`config.mk`:
```
export PLATFORM = sky130hd
export DESIGN_NAME = apb_master_flat
export DESIGN_NICKNAME = d
export VERILOG_FILES = /design/src/rtl/apb_pkg.sv /design/src/rtl/apb_master_if.sv /design/src/rtl/apb_master.sv /design/src/flat_wrapper.sv
export SDC_FILE = /design/constraint.sdc
export NUM_CORES = 1
export LEC_CHECK = 0
export BUFFER_PORTS_ARGS = -buffer_cell sky130_fd_sc_hd__buf_2
export CORE_MARGIN = 2
export CORE_UTILIZATION = 40
export DETAILED_ROUTE_END_ITERATION = 10
export PLACE_DENSITY = 0.73
export SLEW_MARGIN = 20
export SYNTH_ARGS = -nofsm -noshare
export SYNTH_HDL_FRONTEND = slang
export SYNTH_SLANG_ARGS = --single-unit
```
`constraint.sdc`:
```
create_clock -name clk -period 1.7 [get_ports clk]
set_input_delay 0.085 -clock clk [delete_from_list [all_inputs] [get_ports clk]]
set_output_delay 0.085 -clock clk [all_outputs]
set_load 0.02 [all_outputs]
```
`src/rtl/apb_pkg.sv`:
```
// Shared APB definitions: requester FSM states and default bus widths.
// Imported by both requester-side and slave-side blocks.
package apb_pkg;

  localparam int APB_ADDR_W = 32;
  localparam int APB_DATA_W = 32;

  typedef enum logic [1:0] {
    IDLE,
    SETUP,
    ACCESS,
    RESP
  } apb_master_state_t;

  function automatic int cnt_width(input int n);
    return (n > 1) ? $clog2(n) : 1;
  endfunction

endpackage

```
`src/rtl/apb_master_if.sv`:
```
// Command/response stream plus APB bus seen by the requester.
// The master modport is the requester; slave is its environment.
interface apb_master_if
  import apb_pkg::*;
#(
  parameter int ADDR_W = APB_ADDR_W,
  parameter int DATA_W = APB_DATA_W
);

  logic              cmd_valid;
  logic              cmd_ready;
  logic              cmd_write;
  logic [ADDR_W-1:0] cmd_addr;
  logic [DATA_W-1:0] cmd_wdata;

  logic              rsp_valid;
  logic              rsp_ready;
  logic [DATA_W-1:0] rsp_rdata;
  logic              rsp_err;

  logic [ADDR_W-1:0] paddr;
  logic              psel;
  logic              penable;
  logic              pwrite;
  logic [DATA_W-1:0] pwdata;
  logic [DATA_W-1:0] prdata;
  logic              pready;

  modport master (
    input  cmd_valid, cmd_write,
    input  cmd_addr, cmd_wdata,
    output cmd_ready,
    output rsp_valid, rsp_rdata, rsp_err,
    input  rsp_ready,
    output paddr, psel, penable,
    output pwrite, pwdata,
    input  prdata, pready
  );

  modport slave (
    output cmd_valid, cmd_write,
    output cmd_addr, cmd_wdata,
    input  cmd_ready,
    input  rsp_valid, rsp_rdata, rsp_err,
    output rsp_ready,
    input  paddr, psel, penable,
    input  pwrite, pwdata,
    output prdata, pready
  );

endinterface

```
`src/rtl/apb_master.sv`:
```
// Single-outstanding APB requester: one command in, one SETUP/ACCESS
// transfer out, one response back, with a bounded wait-state timeout.
module apb_master
  import apb_pkg::*;
#(
  parameter int ADDR_W  = APB_ADDR_W,
  parameter int DATA_W  = APB_DATA_W,
  parameter int TIMEOUT = 16
) (
  input  logic clk,
  input  logic rst_n,
  apb_master_if.master bus
);

  localparam int CW = cnt_width(TIMEOUT);
  localparam logic [CW-1:0] CNT_LAST = CW'(TIMEOUT - 1);

  apb_master_state_t state_q, state_d;

  logic [CW-1:0]     cnt_q, cnt_d;
  logic [ADDR_W-1:0] paddr_q, paddr_d;
  logic [DATA_W-1:0] pwdata_q, pwdata_d;
  logic [DATA_W-1:0] rdata_q, rdata_d;
  logic              pwrite_q, pwrite_d;
  logic              err_q, err_d;
  logic              psel_q, psel_d;
  logic              penable_q, penable_d;
  logic              rvalid_q, rvalid_d;

  always_comb begin
    state_d  = state_q;
    cnt_d    = cnt_q;
    paddr_d  = paddr_q;
    pwdata_d = pwdata_q;
    pwrite_d = pwrite_q;
    rdata_d  = rdata_q;
    err_d    = err_q;
    unique case (state_q)
      IDLE: begin
        if (bus.cmd_valid) begin
          paddr_d  = bus.cmd_addr;
          pwrite_d = bus.cmd_write;
          pwdata_d = bus.cmd_write ?
                     bus.cmd_wdata : '0;
          state_d  = SETUP;
        end
      end
      SETUP: begin
        cnt_d   = '0;
        state_d = ACCESS;
      end
      ACCESS: begin
        // completion beats timeout on the last cycle
        if (bus.pready) begin
          rdata_d = pwrite_q ? '0 : bus.prdata;
          err_d   = 1'b0;
          state_d = RESP;
        end else if (cnt_q == CNT_LAST) begin
          rdata_d = '0;
          err_d   = 1'b1;
          state_d = RESP;
        end else begin
          cnt_d = cnt_q + 1'b1;
        end
      end
      RESP: begin
        if (bus.rsp_ready) state_d = IDLE;
      end
    endcase
    psel_d    = (state_d == SETUP) ||
                (state_d == ACCESS);
    penable_d = (state_d == ACCESS);
    rvalid_d  = (state_d == RESP);
  end

  always_ff @(posedge clk or negedge rst_n) begin
    if (!rst_n) begin
      state_q   <= IDLE;
      cnt_q     <= '0;
      paddr_q   <= '0;
      pwdata_q  <= '0;
      pwrite_q  <= 1'b0;
      rdata_q   <= '0;
      err_q     <= 1'b0;
      psel_q    <= 1'b0;
      penable_q <= 1'b0;
      rvalid_q  <= 1'b0;
    end else begin
      state_q   <= state_d;
      cnt_q     <= cnt_d;
      paddr_q   <= paddr_d;
      pwdata_q  <= pwdata_d;
      pwrite_q  <= pwrite_d;
      rdata_q   <= rdata_d;
      err_q     <= err_d;
      psel_q    <= psel_d;
      penable_q <= penable_d;
      rvalid_q  <= rvalid_d;
    end
  end

  assign bus.cmd_ready = (state_q == IDLE);
  assign bus.rsp_valid = rvalid_q;
  assign bus.rsp_rdata = rdata_q;
  assign bus.rsp_err   = err_q;
  assign bus.paddr     = paddr_q;
  assign bus.psel      = psel_q;
  assign bus.penable   = penable_q;
  assign bus.pwrite    = pwrite_q;
  assign bus.pwdata    = pwdata_q;

endmodule

```
`src/flat_wrapper.sv`:
```
// flat-port wrapper written by rule: the top's interface ports become plain ports
module apb_master_flat import apb_pkg::*;
#(
  parameter int ADDR_W  = APB_ADDR_W,
  parameter int DATA_W  = APB_DATA_W,
  parameter int TIMEOUT = 16
)
  (clk, rst_n, bus_cmd_valid, bus_cmd_write, bus_cmd_addr, bus_cmd_wdata, bus_cmd_ready, bus_rsp_valid, bus_rsp_rdata, bus_rsp_err, bus_rsp_ready, bus_paddr, bus_psel, bus_penable, bus_pwrite, bus_pwdata, bus_prdata, bus_pready);
  apb_master_if #(.ADDR_W(ADDR_W), .DATA_W(DATA_W)) bus_i ();
  input  logic clk;
  input  logic rst_n;
  input wire logic [$bits(bus_i.cmd_valid)-1:0] bus_cmd_valid;
  input wire logic [$bits(bus_i.cmd_write)-1:0] bus_cmd_write;
  input wire logic [$bits(bus_i.cmd_addr)-1:0] bus_cmd_addr;
  input wire logic [$bits(bus_i.cmd_wdata)-1:0] bus_cmd_wdata;
  output wire logic [$bits(bus_i.cmd_ready)-1:0] bus_cmd_ready;
  output wire logic [$bits(bus_i.rsp_valid)-1:0] bus_rsp_valid;
  output wire logic [$bits(bus_i.rsp_rdata)-1:0] bus_rsp_rdata;
  output wire logic [$bits(bus_i.rsp_err)-1:0] bus_rsp_err;
  input wire logic [$bits(bus_i.rsp_ready)-1:0] bus_rsp_ready;
  output wire logic [$bits(bus_i.paddr)-1:0] bus_paddr;
  output wire logic [$bits(bus_i.psel)-1:0] bus_psel;
  output wire logic [$bits(bus_i.penable)-1:0] bus_penable;
  output wire logic [$bits(bus_i.pwrite)-1:0] bus_pwrite;
  output wire logic [$bits(bus_i.pwdata)-1:0] bus_pwdata;
  input wire logic [$bits(bus_i.prdata)-1:0] bus_prdata;
  input wire logic [$bits(bus_i.pready)-1:0] bus_pready;
  assign bus_i.cmd_valid = bus_cmd_valid;
  assign bus_i.cmd_write = bus_cmd_write;
  assign bus_i.cmd_addr = bus_cmd_addr;
  assign bus_i.cmd_wdata = bus_cmd_wdata;
  assign bus_cmd_ready = bus_i.cmd_ready;
  assign bus_rsp_valid = bus_i.rsp_valid;
  assign bus_rsp_rdata = bus_i.rsp_rdata;
  assign bus_rsp_err = bus_i.rsp_err;
  assign bus_i.rsp_ready = bus_rsp_ready;
  assign bus_paddr = bus_i.paddr;
  assign bus_psel = bus_i.psel;
  assign bus_penable = bus_i.penable;
  assign bus_pwrite = bus_i.pwrite;
  assign bus_pwdata = bus_i.pwdata;
  assign bus_i.prdata = bus_prdata;
  assign bus_i.pready = bus_pready;
  apb_master #(.ADDR_W(ADDR_W), .DATA_W(DATA_W), .TIMEOUT(TIMEOUT)) u_core (.clk(clk), .rst_n(rst_n), .bus(bus_i));
endmodule
```
# After elaboration in Yosys (flattened, before gate mapping)
# Index checks and enable logic that the tools add are counted.
[totals]
reg_bits = 107
in_bits = 102
elab_cells = 41
[classes]
n_addsub = 1
n_eq_ne = 9
mux = 14
reduce_logical = 7
[ops]
columns = ["op", "count"]
rows = [
  ["32-bit two-way mux", 4],
  ["2-bit equality test (second input constant)", 4],
  ["2-bit two-way mux", 4],
  ["4-bit two-way mux", 2],
  ["2-bit case mux with 4 select lines", 1],
  ["4-bit case mux with 2 select lines", 1],
  ["4-bit by 1-bit adder with 4-bit output (second input constant)", 1],
  ["2-bit by 1-bit equality test with 1-bit output (second input constant)", 2],
  ["4-bit equality test (second input constant)", 1],
  ["2-bit inequality test (second input constant)", 2],
  ["2-bit AND reduction", 2],
  ["2-bit nonzero test", 2],
  ["3-bit AND reduction", 1],
  ["2-bit logical NOT", 1],
  ["1-bit two-way mux", 2],
  ["1-bit logical OR", 1],
]

# Depth between registers and ports, before layout
[logic_depth]
word_depth = 6
ltp_mapped = 8
ltp_nobuf = 6

# Least setup slack after synthesis
# Ideal clock, no wire load.
[synth_timing]
path_kind = "register to register"
from = "reg u_core.state_q[1]"
to = "reg u_core.psel_q (netlist: u_core.bus.psel)"
setup_ns = 0.113
t_arrival_ns = 1.659
required_ns = 1.587
path_slack_ns = -0.071
path_stages_with_launch = 9
path_buffers = 4
period_less_slack_ns = 1.771
cell_sequence = "dfrtp_1 buf_6 or3b_1 buf_6 buf_6 buf_6 o21a_1 ha_1 inv_1"
[synth_via]
elab_chain_len = 5
elab_cells_between_ends = 12
[synth_lines]
columns = ["element", "line_no", "rtl"]
rows = [
  ["start: declaration", "apb_master.sv:18", "apb_master_state_t state_q, state_d;"],
  ["start signal: assignment", "apb_master.sv:89", "state_q <= state_d;"],
  ["2-bit two-way mux", "apb_master.sv:58", "end else if (cnt_q == CNT_LAST) begin"],
  ["2-bit two-way mux", "apb_master.sv:54", "if (bus.pready) begin"],
  ["2-bit case mux with 4 select lines (*)", "apb_master.sv:38", "unique case (state_q)"],
  ["2-bit by 1-bit equality test with 1-bit output / 2-bit equality test (equally long branches)", "apb_master.sv:70, apb_master.sv:71", ""],
  ["1-bit logical OR (*)", "apb_master.sv:70", "psel_d = (state_d == SETUP) ||"],
  ["via u_core.psel_d", "apb_master.sv:26", "logic psel_q, psel_d;"],
  ["end signal: assignment", "apb_master.sv:96", "psel_q <= psel_d;"],
  ["end: declaration", "apb_master.sv:26", ""],
]
# The timed path passes the listed nets; every way through them passes the cells marked *.
# A chain may end at the register's enable or synchronous reset.

# Final worst setup path
[layout_timing]
from = "reg u_core.cnt_q[0]"
to = "reg u_core.rvalid_q (netlist: u_core.bus.rsp_valid)"
[layout_via]
elab_chain_len = 5
[layout_lines]
columns = ["element", "line_no", "rtl"]
rows = [
  ["start: declaration", "apb_master.sv:20", "logic [CW-1:0] cnt_q, cnt_d;"],
  ["start signal: assignment", "apb_master.sv:90", "cnt_q <= cnt_d;"],
  ["4-bit equality test", "apb_master.sv:58", ""],
  ["2-bit two-way mux", "apb_master.sv:58", ""],
  ["2-bit two-way mux", "apb_master.sv:54", ""],
  ["2-bit case mux with 4 select lines", "apb_master.sv:38", ""],
  ["via u_core.state_d[0]", "apb_master.sv:18", ""],
  ["2-bit equality test", "apb_master.sv:73", "rvalid_d = (state_d == RESP);"],
  ["via u_core.rvalid_d", "apb_master.sv:28", "logic rvalid_q, rvalid_d;"],
  ["end signal: assignment", "apb_master.sv:98", "rvalid_q <= rvalid_d;"],
  ["end: declaration", "apb_master.sv:28", ""],
]
# The timed path passes the listed nets, and every way through them passes these cells.

==> flow_summary_export.csv <==
group,metric,value,unit
critical_path,required,1.95,ns
floorplanning,die_area,0.01151,sq mm
final_layout,area_growth,55.79,%
sta,fin_crit_sh,95.17,%
synthesis,seq_area_frac_synth,62.74,%
global_routing,grt_pass1_wl,18.61,mm
clock_network,clk_pin_slew,0.10,ns
routing,wirelength,11.89,mm
final_layout,finalInstanceArea,0.006649,sq mm
synthesis,synth_top_cell_by_area,"dfrtp_1",
hold_path,min_to,"u_core.state_q[1]",
sta,setup-tns-final,0,ns
critical_path,r2r-end,"u_core.bus.rsp_valid",
synthesis,synth_edf_count,0,
synthesis,syn_nets,437,
place,gp_congestion,0.7298,
synthesis,ys_types,26,
final_layout,ff_latch_area,0.002678,sq mm
routing,ant_nets,0,
synthesis,syn_area_per_cell,12.85,sq um
global_routing,gr-total-overflow,0,
floorplanning,initial_core_util,41.34,%
power,p_sw_share,40.97,%
hold_path,worstHoldStart,"bus_rsp_ready",
place,dp_hpwl,7.282,mm
sta,tightest_slew,0.5705,ns
critical_path,path_cells,"ha_1, a31o_2, nor2_2, o21ai_0, ha_1",
synthesis,syn-cell-area,0.004268,sq mm
clock_network,clk_latency,0.36,ns
synthesis,synth.most_common_cell,"dfrtp_1",
outcome,status,"completed",
synthesis,ys_warn_count,0,
critical_path,max_stage_delay,0.43,ns
critical_path,r2r-start,"u_core.cnt_q[0]",
floorplanning,core_region_area,0.01032,sq mm
clock_network,postCtsSetupBuffers,0,
critical_path,reg2reg_depth,5,
final_layout,fillers,757,
critical_path,worstPathMaxFanout,5,
power,ir_worst_vdd,924.6,uV
critical_path,cp-start-kind,"flop",
global_routing,grt_max_degree,63,
clock_network,tritoncts,"built",
final_layout,layout-drive-gt1-share,41.92,%
final_layout,utilization,64.40,%
floorplanning,row_count,37,
power,seqPwrFrac,38.8,%
synthesis,ys.flop_type,"dfrtp_1",
global_routing,grt_pass1_vias,3782,
critical_path,cp_common_cell,"ha_1",
floorplanning,io_pins,204,
sta,fin_skew,0.006814,ns
routing,drc,0,
power,combPwrFrac,47.6,%
sta,max_freq,0.6181,GHz
final_layout,fin_nets,737,
synthesis,async_flop_share,100.0,%
place,portBuffers,203,
synthesis,synth-seq-cells,107,
place,place_area,0.005456,sq mm
routing,wl_per_cell,15.38,um
hold_path,hold_path_class,"input pin to flop",
critical_path,cpMaxStageDelayCell,"dfrtp_1",
floorplanning,dieWidth,107.3,um
synthesis,synth_top_area_share,62.74,%
run,drv_cap,0,
clock_network,cts_max_path_buffers,2,
power,power_density,1749,mW/mm^2
final_layout,antennaDiodeCount,0,
power,p_leak,0.003548,uW
sta,rsz0062_at_grt,"false",
synthesis,synth_area_leaders,"dfrtp_1 63%, mux2_4 12%, a22o_1 6.6%, nand2_1 6.1%, o21ai_0 4.1%",
synthesis,synth_common_cells,"107 x dfrtp_1, 69 x nand2_1, 35 x o21ai_0",
clock_network,root_buffer,"clkbuf_8",
routing,vias,3694,
global_routing,antenna_found_initial,0,
sta,min_period,1.618,ns
global_routing,track_usage,20.65,%
sta,maxSlewViolCount,0,
clock_network,cts_buffers,9,
routing,first_pass_iters,4,
routing,drt_iter0_drc,202,
sta,setup_violations,0,
synthesis,postSynthCellCount,332,
clock_network,ctsHtreeMaxLevel,3,
clock_network,cts_sinks,107,
sta,hold-worst-slack,0.08499,ns
power,p_switching,4765,uW
place,place_inst,659,
critical_path,worstSetupPathType,"flop to flop",
power,internal_power,6865,uW
floorplanning,die_h,107.3,um
final_layout,fin_cells,773,
sta,relSlewSlack,61.97,%
final_layout,multiInputGateArea,0.001416,sq mm
critical_path,crit_arrival,1.87,ns
critical_path,worstSetupEndpointType,"flop",
critical_path,reg2reg_slack,0.08,ns
routing,detail_route.vias_per_cell,4.779,
power,p_clk_share,13.7,%
sta,hold_violations,0,
hold_path,min_path_cells,3,
through the flow:
step / power [uW] / setup WS, ns
2_1_floorplan: 7889 / -0.03992
4_1_cts: 11640 / 0.03527
6_report: 11630 / 0.08214
3_3_place_gp: 9690 / 0.1198
3_5_place_dp: 9838 / 0.05647
5_1_grt: 12320 / 0.003554
state kept, by name, indices dropped and copies added (netlist names):
register,count
u_core.bus.paddr,32
u_core.bus.psel,1
u_core.bus.pwrite,1
u_core.bus.pwdata,32
u_core.bus.penable,1
u_core.state_q,2
u_core.bus.rsp_err,1
u_core.bus.rsp_rdata,32
u_core.bus.rsp_valid,1
u_core.cnt_q,4
critical path, delay by kind of cell, from the launching register on:
| kind | cells | cell delay (ns) |
|---|---|---|
| compound gates | 2 | 0.44 |
| fa+ha+maj | 2 | 0.50 |
| flops | 1 | 0.43 |
| simple gates | 1 | 0.14 |
power groups by stage:
stage,clock network (uW),logic [uW],registers [uW]
floorplan,0,1940,5950
global placement,0,5230,4460
detailed placement,0,5340,4500
CTS,1650,5520,4470
global route,1730,5940,4640
finish,1590,5530,4510
layout make-up:
class                      count  share of cell area [%]
sequential                   107                   40.27
timing repair buffer         313                   32.61
inverter                       3                  0.1694
tap                          136                   2.559
clock buffer                   9                   1.863
clock inverter                 7                   1.223
multi-input combinational    198                   21.30
repair_timing:
item | CTS | global route
hold endpoints to repair | 204 | 0
hold buffers | 98 | 0
resized for setup | 0 | 3
endpoints found under the setup margin | 0 | 4
kinds of logic after synthesis:
group                      after synthesis  synth area share [%]
DFF                                    107                 62.74
and+or+nand+nor                         84                 8.180
adders and majority gates                3                0.8796
buffers and inverters                   27                 4.192
muxes                                   33                 11.61
AOI/OAI and AO/OA                       78                 12.40
per-layer routing:
layer  part of all wire [%]  up-vias  GRT usage [%]  wire length, um
met1                     40     1770          24.89             4813
met4                    1.6        0          7.514              196
li1                       -     1746              -                -
met2                     50      161          36.12             5917
met5                      0        -              0                0
met3                    8.1       17          4.722              961
worst max path at each step:
stage | from | endpoint | slack, ns | cells past startpoint
floorplan | u_core.state_q[1] | u_core.bus.psel | -0.04 | 8
global placement | u_core.cnt_q[0] | u_core.bus.psel | 0.12 | 6
detailed placement | u_core.cnt_q[0] | u_core.bus.rsp_valid | 0.06 | 5
CTS | u_core.cnt_q[0] | u_core.bus.rsp_valid | 0.04 | 5
global route | u_core.cnt_q[0] | u_core.bus.rsp_valid | 0.004 | 5
finish | u_core.cnt_q[0] | u_core.bus.rsp_valid | 0.08 | 5
placed cells by master (no fill, tap or decap), drive strengths merged, types with 2 or more instances in the layout:
master / count
a22o: 32
nor2b: 3
nor2: 5
inv: 7
a21oi: 5
buf: 215
dfrtp: 107
o21ai: 35
ha: 3
nand2: 69
dlygate4sd3: 98
a32oi: 2
clkbuf: 9
mux2: 33
No activity file was read; power rests on OpenSTA's default activity.
